<file path="config.mk">
export PLATFORM = sky130hd
export DESIGN_NAME = scroll_sequencer
export DESIGN_NICKNAME = d
export VERILOG_FILES = /design/src/rtl/scroll_sequencer.sv
export SDC_FILE = /design/constraint.sdc
export NUM_CORES = 1
export LEC_CHECK = 0
export ABC_AREA = 0
export CORE_MARGIN = 4
export CORE_UTILIZATION = 61
export CTS_BUF_LIST = sky130_fd_sc_hd__clkbuf_8 sky130_fd_sc_hd__clkbuf_16
export DETAILED_ROUTE_END_ITERATION = 8
export PLACE_DENSITY = 0.9
export SETUP_SLACK_MARGIN = 0.5
export SYNTH_ARGS = -nofsm -noshare
export SYNTH_HDL_FRONTEND = slang
export SYNTH_SLANG_ARGS = --single-unit
</file>
<file path="constraint.sdc">
create_clock -name CLK -period 6.73 [get_ports CLK]
set_clock_uncertainty 0.2 [all_clocks]
set_input_delay 0.673 -clock CLK [delete_from_list [all_inputs] [get_ports CLK]]
set_output_delay 0.673 -clock CLK [all_outputs]
set_load 0.01 [all_outputs]
</file>
<file path="src/rtl/scroll_sequencer.sv">
// scroll_sequencer: steps a 4-bit frame index for the seven-segment scroll display.
// Ports: CLK, RST_N (sync active-low), RUN, DIR, LOOP, STEP, CLR in; FRAME[3:0], TICK, BUSY, DONE out.
module scroll_sequencer #(
  parameter int unsigned DIV        = 12_500_000,
  parameter int unsigned LAST_FRAME = 9
) (
  input  logic       CLK,
  input  logic       RST_N,
  input  logic       RUN,
  input  logic       DIR,
  input  logic       LOOP,
  input  logic       STEP,
  input  logic       CLR,
  output logic [3:0] FRAME,
  output logic       TICK,
  output logic       BUSY,
  output logic       DONE
);

  localparam int unsigned   PW     = $clog2(DIV);
  localparam logic [PW-1:0] CNT_TC = PW'(DIV - 1);
  localparam logic [3:0]    LAST   = 4'(LAST_FRAME);

  typedef enum logic [1:0] {
    S_IDLE,
    S_RUN,
    S_DONE
  } state_t;

  state_t        r_state;
  state_t        w_state_nxt;
  logic [PW-1:0] r_cnt;
  logic [PW-1:0] w_cnt_nxt;
  logic [3:0]    r_frame;
  logic [3:0]    w_frame_nxt;
  logic          r_tick;
  logic          w_tick_nxt;
  logic          r_step_q;
  logic          w_step_rise;
  logic          w_tc;
  logic [3:0]    w_adv_frame;
  logic          w_adv_end;

  assign w_step_rise = STEP & ~r_step_q;
  assign w_tc        = (r_cnt == CNT_TC);

  // Candidate next frame, already wrapped; w_adv_end marks
  // that the wrap crossed the end of the sequence.
  always_comb begin
    w_adv_frame = r_frame;
    w_adv_end   = 1'b0;
    if (!DIR) begin
      if (r_frame < LAST) begin
        w_adv_frame = r_frame + 4'd1;
      end else begin
        w_adv_frame = 4'd0;
        w_adv_end   = 1'b1;
      end
    end else begin
      if (r_frame > LAST) begin
        w_adv_frame = LAST;
      end else if (r_frame != 4'd0) begin
        w_adv_frame = r_frame - 4'd1;
      end else begin
        w_adv_frame = LAST;
        w_adv_end   = 1'b1;
      end
    end
  end

  always_comb begin
    w_state_nxt = r_state;
    w_cnt_nxt   = r_cnt;
    w_frame_nxt = r_frame;
    w_tick_nxt  = 1'b0;
    if (CLR) begin
      w_state_nxt = S_IDLE;
      w_cnt_nxt   = '0;
      w_frame_nxt = DIR ? LAST : 4'd0;
    end else begin
      unique case (r_state)
        S_IDLE: begin
          w_cnt_nxt = '0;
          // Manual steps always wrap, whatever LOOP says.
          if (w_step_rise) begin
            w_frame_nxt = w_adv_frame;
            w_tick_nxt  = 1'b1;
          end
          if (RUN) w_state_nxt = S_RUN;
        end
        S_RUN: begin
          if (w_tc) begin
            w_cnt_nxt = '0;
            if (w_adv_end && !LOOP) begin
              w_state_nxt = S_DONE;
            end else begin
              w_frame_nxt = w_adv_frame;
              w_tick_nxt  = 1'b1;
            end
          end else begin
            w_cnt_nxt = r_cnt + PW'(1);
          end
          // A terminal-count advance still lands before pausing.
          if (!RUN) begin
            w_state_nxt = S_IDLE;
            w_cnt_nxt   = '0;
          end
        end
        S_DONE: begin
          w_cnt_nxt = '0;
          if (!RUN) w_state_nxt = S_IDLE;
        end
        default: begin
          w_state_nxt = S_IDLE;
          w_cnt_nxt   = '0;
        end
      endcase
    end
  end

  always_ff @(posedge CLK) begin
    if (!RST_N) begin
      r_state  <= S_IDLE;
      r_cnt    <= '0;
      r_frame  <= 4'd0;
      r_tick   <= 1'b0;
      r_step_q <= 1'b0;
    end else begin
      r_state  <= w_state_nxt;
      r_cnt    <= w_cnt_nxt;
      r_frame  <= w_frame_nxt;
      r_tick   <= w_tick_nxt;
      r_step_q <= STEP;
    end
  end

  assign FRAME = r_frame;
  assign TICK  = r_tick;
  assign BUSY  = (r_state == S_RUN);
  assign DONE  = (r_state == S_DONE);

endmodule

</file>
# Yosys cells after proc, flatten, opt, wreduce, memory -nomap -nowiden
# Index checks and enable logic that the tools add are counted.
# totals
ff_bits,32
inputBits,7
out_inout_bits,7
elab_cells,58
# classes
add_sub_neg,3
order_cmp,2
n_eq_ne,10
n_mux,24
bitwise_logic,5
reduce_logical,9
# op_table
operator,count
4-bit 2-to-1 mux,9
24-bit by 1-bit adder with 24-bit output (second input constant),1
24-bit == test (second input constant),1
2-bit 2-to-1 mux,5
3-bit by 2-bit != test with 1-bit output (second input constant),3
4-bit one-hot mux with 2 select lines,1
4-bit AND reduction,2
1-bit 2-to-1 mux,7
3-bit != test (second input constant),2
2-bit one-hot mux with 3 select lines,1
5-bit OR reduction,1
4-bit by 1-bit adder with 4-bit output (second input constant),1
4-bit > comparator (second input constant),1
4-bit less-than comparator (second input constant),1
2-bit != test (second input constant),2
1-bit NOT,4
4-bit nonzero test,1
4-bit by 1-bit subtractor with 4-bit output (second input constant),1
3-bit nonzero test,1
2-bit by 1-bit == test with 1-bit output (second input constant),1
2-bit == test (second input constant),1
2-bit zero test,1
1-bit one-hot mux with 2 select lines,1
2-bit OR reduction,1
other kinds (3),3

# Longest topological paths before layout
# Gate-level depths: netlist of run 1.
# depth
depth_word,9
depth_mapped,8
depth_no_buf,8

# Worst setup path before layout of run 1
# No wires, ideal clock.
# synth_timing
path_kind,in2reg
startpoint,input DIR
endpoint,register r_frame[2] (netlist: FRAME[2])
setup_time_ns,0.070
arrival_time_ns,2.255
required_ns,6.460
slack_ns,4.205
cell_stages,7
path_buffers,1
path_cell_list,clkbuf_2 -> nor4bb_1 -> a31oi_1 -> nor2_1 -> a221o_1 -> or4_1 -> a21oi_1
# synth_via
elab_chain_len,5
elab_cells_between_ends,10
cone_classes,1 x eq/ne; 7 x mux; 2 x reduce/logical
# synth_rtl
element,line,source
from (decl),10,"input logic DIR,"
4-bit 2-to-1 mux,52,if (!DIR) begin
4-bit 2-to-1 mux,94,if (w_adv_end && !LOOP) begin
4-bit 2-to-1 mux,92,if (w_tc) begin
4-bit one-hot mux with 2 select lines,81,unique case (r_state)
4-bit 2-to-1 mux,76,if (CLR) begin
to (signal assigned),131,r_frame <= w_frame_nxt;
to (decl),34,logic [3:0] r_frame;
# Several ways; a longest one is shown, not always the timed one. The select of a mux whose other input is x is not followed.
# A chain may end at the register's enable or synchronous reset.

# Worst setup path in the final report of run 1
# layout_timing
startpoint,input DIR
endpoint,register r_frame[0] (netlist: FRAME[0])
# The elaborated chain is that of the path after synthesis.

==> flow_summary_export.csv, run 1 <==
group,metric,value,unit
worst_setup_path,crit_start,"DIR",
global_routing,grt_pass1_vias,1319,
cells_and_area,num-fill-cells,180,
cells_and_area,seq_area,641,um^2
routing,post_drt_wl_per_cell,15.1,um
routing,postRouteAntennaNets,0,
power,internal_power,0.000317,W
synthesis,synth_cells,195,
synthesis,async_flop_share,0,
synthesis,synth_common_cells,"dfxtp_1 (32), nor2_1 (31), nand3_1 (14)",
timing,fin_crit_sh,0.430,
cells_and_area,multi_input_area,917,um^2
die,start_util,0.646,
clock_tree,cts_buffers,5,
power,p_per_area,218,nW/um^2
cells_and_area,n_antenna_cell,0,
worst_setup_path,worst-setup-path-type,"in -> reg",
worst_setup_path,max_stage_delay,0.61,ns
global_routing,grt.busiest_layer,"met2",
cells_and_area,final_nets,221,
synthesis,netlist-cell-type-count,39,
timing,worst_pin_slew,0.484,ns
power,clkPwrFrac,0.435,
timing,rsz0062_at_grt,"no",
synthesis,synth_top_area_cell,"dfxtp_1",
clock_tree,clkTransAtPathRegs,0.06,ns
worst_setup_path,path_cells,"clkdlybuf4s50_1 -> inv_1 -> a31oi_1 -> nor2_1 -> a221o_1 -> or3_2 -> a31oi_1",
worst_setup_path,critPathMostFrequentCell,"a31oi_1",
worst_setup_path,cp_slowest_cell,"clkdlybuf4s50_1",
timing,setup_viol,0,
global_routing,grt_use_met2,0.368,
global_routing,grt_use_met3,0.0763,
power,seqPwrFrac,0.482,
synthesis,netlist.area_leader.share,0.397,
synthesis,synth-edff-count,0,
outcome,status,"complete, no violations",
clock_tree,cts_setup_buffers,0,
place,port_buffers,13,
clock_tree,cts_buffer_depth,2,
timing,setup_tns,0,ns
cells_and_area,area_delta_synth_final,15.6,%
synthesis,ys_ff_latch,32,
synthesis,synth_area,1620,um^2
worst_setup_path,r2r-end,"FRAME[0]$_SDFFE_PN0P_",
global_routing,grt_usage,0.219,
synthesis,synth-seq-area-share,0.397,
routing,dr.first_iter.drc_count,91,
hold_path,worstHoldPathType,"reg -> reg",
global_routing,grt_start_max_net_pins,25,
die,fp.dieArea,3540,um^2
worst_setup_path,timing.rr.start,"FRAME[0]$_SDFFE_PN0P_",
synthesis,yosys_warnings,0,
worst_setup_path,crit_end,"FRAME[0]$_SDFFE_PN0P_",
synthesis,synth_area_leaders,"dfxtp_1 (40%), nor2_1 (7.2%), xor2_1 (7.0%)",
worst_setup_path,worstPathMaxFanout,8,
timing,max_freq,0.345,GHz
clock_tree,post_cts_resized,0,
power,irDropWorstVdd,0.195,mV
worst_setup_path,cp-end-kind,"flop",
worst_setup_path,required,6.73,ns
worst_setup_path,start_kind,"primary input",
die,die_h,59.5,um
synthesis,synth_fp_nets,207,
clock_tree,cts.root.buffer_cell,"clkbuf_8",
power,pwr-share-comb,0.083,
die,core,2500,um^2
worst_setup_path,r2r_slack,3.90,ns
global_routing,grt_first_pass_wirelength,5.71,mm
routing,wl,3.62,mm
timing,final_max_slew_viol_count,0,
timing,layout_min_cycle_time,2.90,ns
place,dp_hpwl,2.41,mm
cells_and_area,drive_gt1_frac,0.0810,
flow_run,cap_violations,0,
routing,route.vias.total,1436,
clock_tree,cts_sinks,32,
clock_tree,cts_hold_buf,0,
power,switching_share,0.220,
place,gp_congestion,0.809,
global_routing,gr-usage-met1,0.244,
worst_setup_path,arrival,2.89,ns
worst_setup_path,reg2reg_depth,8,
timing,hold_viol,0,
clock_tree,cts_tree,"yes",
routing,viasPerCell,5.98,
cells_and_area,post-route-util,0.747,
clock_tree,clkLatencyLatePin,0.28,ns
global_routing,antenna_found_initial,0,
synthesis,synth_most_common_cell,"dfxtp_1",
die,fp.dieW,59.5,um
power,power.leakage,0.654,nW
routing,dr.pass1.iters,4,
die,row_count,18,
synthesis,synth-main-ff-cell,"dfxtp_1",
clock_tree,htree_levels,2,
power,switchingPower,0.0000893,W
timing,relSlewSlack,0.677,
routing,drc_errors,0,
global_routing,overflow,0,
die,ios,14,
synthesis,postSynthAreaPerCell,8.28,um^2
layout by cell type, fill, tap and decap left out, types with 2 or more instances in the layout:
cell,n
nand2_1,10
dfxtp_1,32
nor2b_1,3
a31oi_1,4
nand2b_1,2
nand4_1,4
or3b_2,2
xnor2_1,9
or3_1,3
xor2_1,13
or2_2,2
or3_2,2
inv_1,10
a21oi_1,5
o21ai_0,6
and3_1,6
clkbuf_8,5
nor3_1,8
clkdlybuf4s50_1,13
ha_1,5
and2_1,2
nor2_1,31
nor4bb_1,2
nand3_1,14
area by class of cell:
cell class              instances  area share
clock buffers                   5      0.0369
clock inverters                 3      0.0208
inverters                       9      0.0181
multi-input cells             148       0.491
flip-flops and latches         32       0.343
well taps                      30      0.0201
repair buffers                 13      0.0697
registers in the layout, summed over array words and instances (netlist names):
register  flops
r_cnt        24
FRAME         4
r_state       2
TICK          1
r_step_q      1
logic make-up after synthesis:
group	count (synthesis)	share of synthesized area
buffers and inverters	15	0.0356
xor gates and xnor gates	22	0.119
adders and majority gates	5	0.0387
AOI/OAI and AO/OA	20	0.0744
and+or+nand+nor	100	0.329
DFF	32	0.397
muxes	1	0.00620
power by group through the flow:
| stage | clock network [W] | registers, W | logic (W) |
|---|---|---|---|
| 3_5_place_dp | 0 | 0.000200 | 0.0000321 |
| 3_3_place_gp | 0 | 0.000199 | 0.0000305 |
| 4_1_cts | 0.000178 | 0.000196 | 0.0000330 |
| 2_1_floorplan | 0 | 0.000199 | 0.0000209 |
| 5_1_grt | 0.000187 | 0.000196 | 0.0000361 |
| 6_report | 0.000177 | 0.000196 | 0.0000336 |
how the worst min path moves through the flow:
stage                             start                  end  cells after the start
floorplan           r_cnt[0]$_SDFF_PP0_  r_cnt[0]$_SDFF_PP0_                      1
global placement    r_cnt[0]$_SDFF_PP0_  r_cnt[0]$_SDFF_PP0_                      1
detailed placement  r_cnt[0]$_SDFF_PP0_  r_cnt[0]$_SDFF_PP0_                      1
CTS                 r_cnt[0]$_SDFF_PP0_  r_cnt[0]$_SDFF_PP0_                      1
global route        r_cnt[0]$_SDFF_PP0_  r_cnt[0]$_SDFF_PP0_                      1
finish              r_cnt[0]$_SDFF_PP0_  r_cnt[0]$_SDFF_PP0_                      1
per-stage QoR:
step	cell area [um^2]	instances	power [W]	setup WS, ns	hold WS (ns)
floorplan	1620	195	0.000219	4.21	0.238
global placement	1760	232	0.000230	3.71	0.255
detailed placement	1760	232	0.000232	3.62	0.268
CTS	1870	240	0.000407	3.86	0.283
global route	1870	240	0.000420	3.74	0.336
finish	1870	240	0.000406	3.83	0.284
metal layers:
layer	wire length [um]	up-vias	part of all wire
met5	0	-	0
met4	94	0	0.026
met3	254	16	0.070
met2	1810	53	0.50
met1	1460	672	0.40
li1	-	695	-
critical path, delay by kind of cell:
family          cells  cell delay [ns]
compound gates      3             0.91
simple gates        2             0.59
buf+inv             2             0.72
Note: power is estimated with default switching activity, not from simulation.
==> run 2: changes to the inputs <==
--- a/config.mk
+++ b/config.mk
@@ -7,10 +7,10 @@
 export LEC_CHECK = 0
 export ABC_AREA = 0
 export CORE_MARGIN = 4
-export CORE_UTILIZATION = 61
+export CORE_UTILIZATION = 56
 export CTS_BUF_LIST = sky130_fd_sc_hd__clkbuf_8 sky130_fd_sc_hd__clkbuf_16
 export DETAILED_ROUTE_END_ITERATION = 8
-export PLACE_DENSITY = 0.9
+export PLACE_DENSITY = 0.84
 export SETUP_SLACK_MARGIN = 0.5
 export SYNTH_ARGS = -nofsm -noshare
 export SYNTH_HDL_FRONTEND = slang
==> constraint.sdc (replaced) <==
create_clock -name CLK -period 2.7 [get_ports CLK]
set_clock_uncertainty 0.2 [all_clocks]
set_input_delay 0.27 -clock CLK [delete_from_list [all_inputs] [get_ports CLK]]
set_output_delay 0.27 -clock CLK [all_outputs]
set_load 0.01 [all_outputs]
==> run 2 against run 1 <==
Die area rose by 7.7%. Largest power group unchanged. Wire length rose by 9.9%. Flip-flop and latch count did not move. Critical path type is now reg -> reg.
==> flow_summary_export.csv, run 2 (synthesis gave the netlist of run 1 again) <==
group,metric,value,unit
cells_and_area,mostFrequentLayoutCells,"nor2_1 (31), dfxtp_1 (26)",
timing,max_freq,0.411,GHz
timing,final_max_slew_viol_count,0,
cells_and_area,largest_register_ffs,24,
timing,rsz0062_at_grt,"yes",
worst_setup_path,r2r_slack,0.27,ns
power,power.leakage,0.733,nW
worst_setup_path,worstPathMaxFanout,5,
place,port_buffers,13,
clock_tree,cts.root.buffer_cell,"clkbuf_8",
routing,wl,3.98,mm
timing,fin_crit_sh,0.901,
hold_path,worstHoldPathCells,1,
worst_setup_path,reg2reg_depth,8,
cells_and_area,area_delta_synth_final,27.2,%
die,row_count,19,
routing,viasPerCell,5.92,
hold_path,holdPathEnd,"r_cnt[0]$_SDFF_PP0_",
global_routing,grt_usage,0.224,
cells_and_area,largest_register,"r_cnt",
clock_tree,cts_buffers,5,
timing,setup_viol,0,
timing,setup_tns,0,ns
cells_and_area,instances_no_fill,254,
power,p_per_area,506,nW/um^2
clock_tree,cts_tree,"yes",
cells_and_area,seq_area,656,um^2
die,core,2760,um^2
clock_tree,htree_levels,2,
timing,layout_min_cycle_time,2.43,ns
die,start_util,0.586,
global_routing,grt.busiest_layer,"met2",
worst_setup_path,worst-setup-path-type,"reg -> reg",
routing,post_drt_wl_per_cell,15.7,um
die,fp.dieW,61.7,um
routing,dr.pass1.iters,4,
worst_setup_path,timing.rr.start,"FRAME[1]$_SDFFE_PN0P_",
routing,route.vias.total,1503,
power,irDropWorstVdd,0.450,mV
cells_and_area,n_antenna_cell,0,
hold_path,worstHoldPathType,"reg -> reg",
die,die_h,61.7,um
outcome,status,"complete, no violations",
clock_tree,clkTransAtPathRegs,0.07,ns
worst_setup_path,r2r-end,"FRAME[2]$_SDFFE_PN0P_",
global_routing,overflow,0,
global_routing,gr-usage-met1,0.262,
global_routing,grt_start_max_net_pins,25,
place,post-place-cells,234,
timing,relSlewSlack,0.670,
cells_and_area,multi_input_area,991,um^2
routing,postRouteAntennaNets,0,
timing,worst_pin_slew,0.492,ns
global_routing,grt_first_pass_wirelength,6.13,mm
worst_setup_path,cp-end-kind,"flop",
hold_path,worstHoldStart,"r_cnt[0]$_SDFF_PP0_",
global_routing,grt_use_met2,0.366,
die,ios,14,
cells_and_area,final_common_cell,"nor2_1",
clock_tree,cts_buffer_depth,2,
routing,dr.first_iter.drc_count,153,
worst_setup_path,required,2.72,ns
cells_and_area,drive_gt1_frac,0.206,
global_routing,antenna_found_initial,0,
global_routing,grt_pass1_vias,1424,
clock_tree,cts_sinks,32,
die,fp.dieArea,3810,um^2
global_routing,grt_use_met3,0.0723,
place,dp_hpwl,2.63,mm
place,gp_congestion,0.890,
cells_and_area,num-fill-cells,197,
timing,hold_viol,0,
clock_tree,clkLatencyLatePin,0.29,ns
worst_setup_path,start_kind,"flop",
worst_setup_path,arrival,2.45,ns
cells_and_area,final_nets,234,
routing,drc_errors,0,
flow_run,cap_violations,0,
run 2: cell types whose count changed in the layout (fill, tap and decap cells not counted), sizes merged:
cell  delta
buf     +13
run 2: worst max-delay path: stages, from the launching register on:
cell	delay, ns
dfxtp_4	0.36
inv_2	0.11
ha_4	0.17
nand2b_1	0.12
a31oi_2	0.24
nor2_1	0.11
a221o_1	0.42
or4_1	0.50
a21oi_1	0.14
run 2: layer usage:
| layer | part of all wire | up-vias | wire, um |
|---|---|---|---|
| li1 | - | 723 | - |
| met3 | 0.058 | 10 | 232 |
| met5 | 0 | - | 0 |
| met4 | 0.025 | 0 | 100 |
| met1 | 0.41 | 719 | 1650 |
| met2 | 0.50 | 51 | 2000 |
run 2: area by class of cell:
type,count,area share
clock buffers,5,0.0335
clock inverters,3,0.0189
inverters,9,0.0164
multi-input cells,148,0.482
flip-flops and latches,32,0.319
well taps,31,0.0189
repair buffers,26,0.111
run 2: where the power goes:
group	switching (W)	internal, W
combinational	0.0000525	0.0000558
sequential	0.00000925	0.000476
clock	0.000177	0.000270
run 2: what timing repair did:
item                                    in CTS  in global routing
hold buffers                                 0                  0
endpoints found under the setup margin       4                 28
pin swaps                                    8                  5
resized for setup                            9                  6
setup buffers                                7                  5
run 2: worst max-delay path by stage:
stage | slack [ns] | to | start | depth (start not counted)
5_1_grt | 0.14 | FRAME[0]$_SDFFE_PN0P_ | FRAME[1]$_SDFFE_PN0P_ | 9
3_5_place_dp | 0.11 | FRAME[2]$_SDFFE_PN0P_ | DIR | 7
2_1_floorplan | 0.40 | FRAME[2]$_SDFFE_PN0P_ | r_cnt[8]$_SDFF_PP0_ | 6
4_1_cts | 0.28 | FRAME[2]$_SDFFE_PN0P_ | r_cnt[8]$_SDFF_PP0_ | 6
3_3_place_gp | 0.19 | FRAME[2]$_SDFFE_PN0P_ | DIR | 7
6_report | 0.27 | FRAME[2]$_SDFFE_PN0P_ | FRAME[1]$_SDFFE_PN0P_ | 8
run 2: per-stage QoR:
step                      total power, W  hold slack, ns  cell area (um^2)   util  setup slack, ns
after floorplan                 0.000549           0.192              1640      -            0.403
after global placement          0.000576           0.256              1790  0.648            0.190
after detailed placement        0.000583           0.271              1790  0.648            0.108
after CTS                        0.00103           0.286              1980  0.718            0.280
after global routing             0.00108           0.322              2050  0.745            0.143
final                            0.00104           0.276              2050  0.745            0.267
==> run 3: changes to the inputs <==
--- a/config.mk
+++ b/config.mk
@@ -9,6 +9,7 @@
 export CORE_MARGIN = 4
 export CORE_UTILIZATION = 56
 export CTS_BUF_LIST = sky130_fd_sc_hd__clkbuf_8 sky130_fd_sc_hd__clkbuf_16
+export CTS_CLUSTER_SIZE = 12
 export DETAILED_ROUTE_END_ITERATION = 8
 export PLACE_DENSITY = 0.84
 export SETUP_SLACK_MARGIN = 0.5
==> results of run 3 <==
Same layout as run 2: the final DEF is identical, and so are final timing and power.
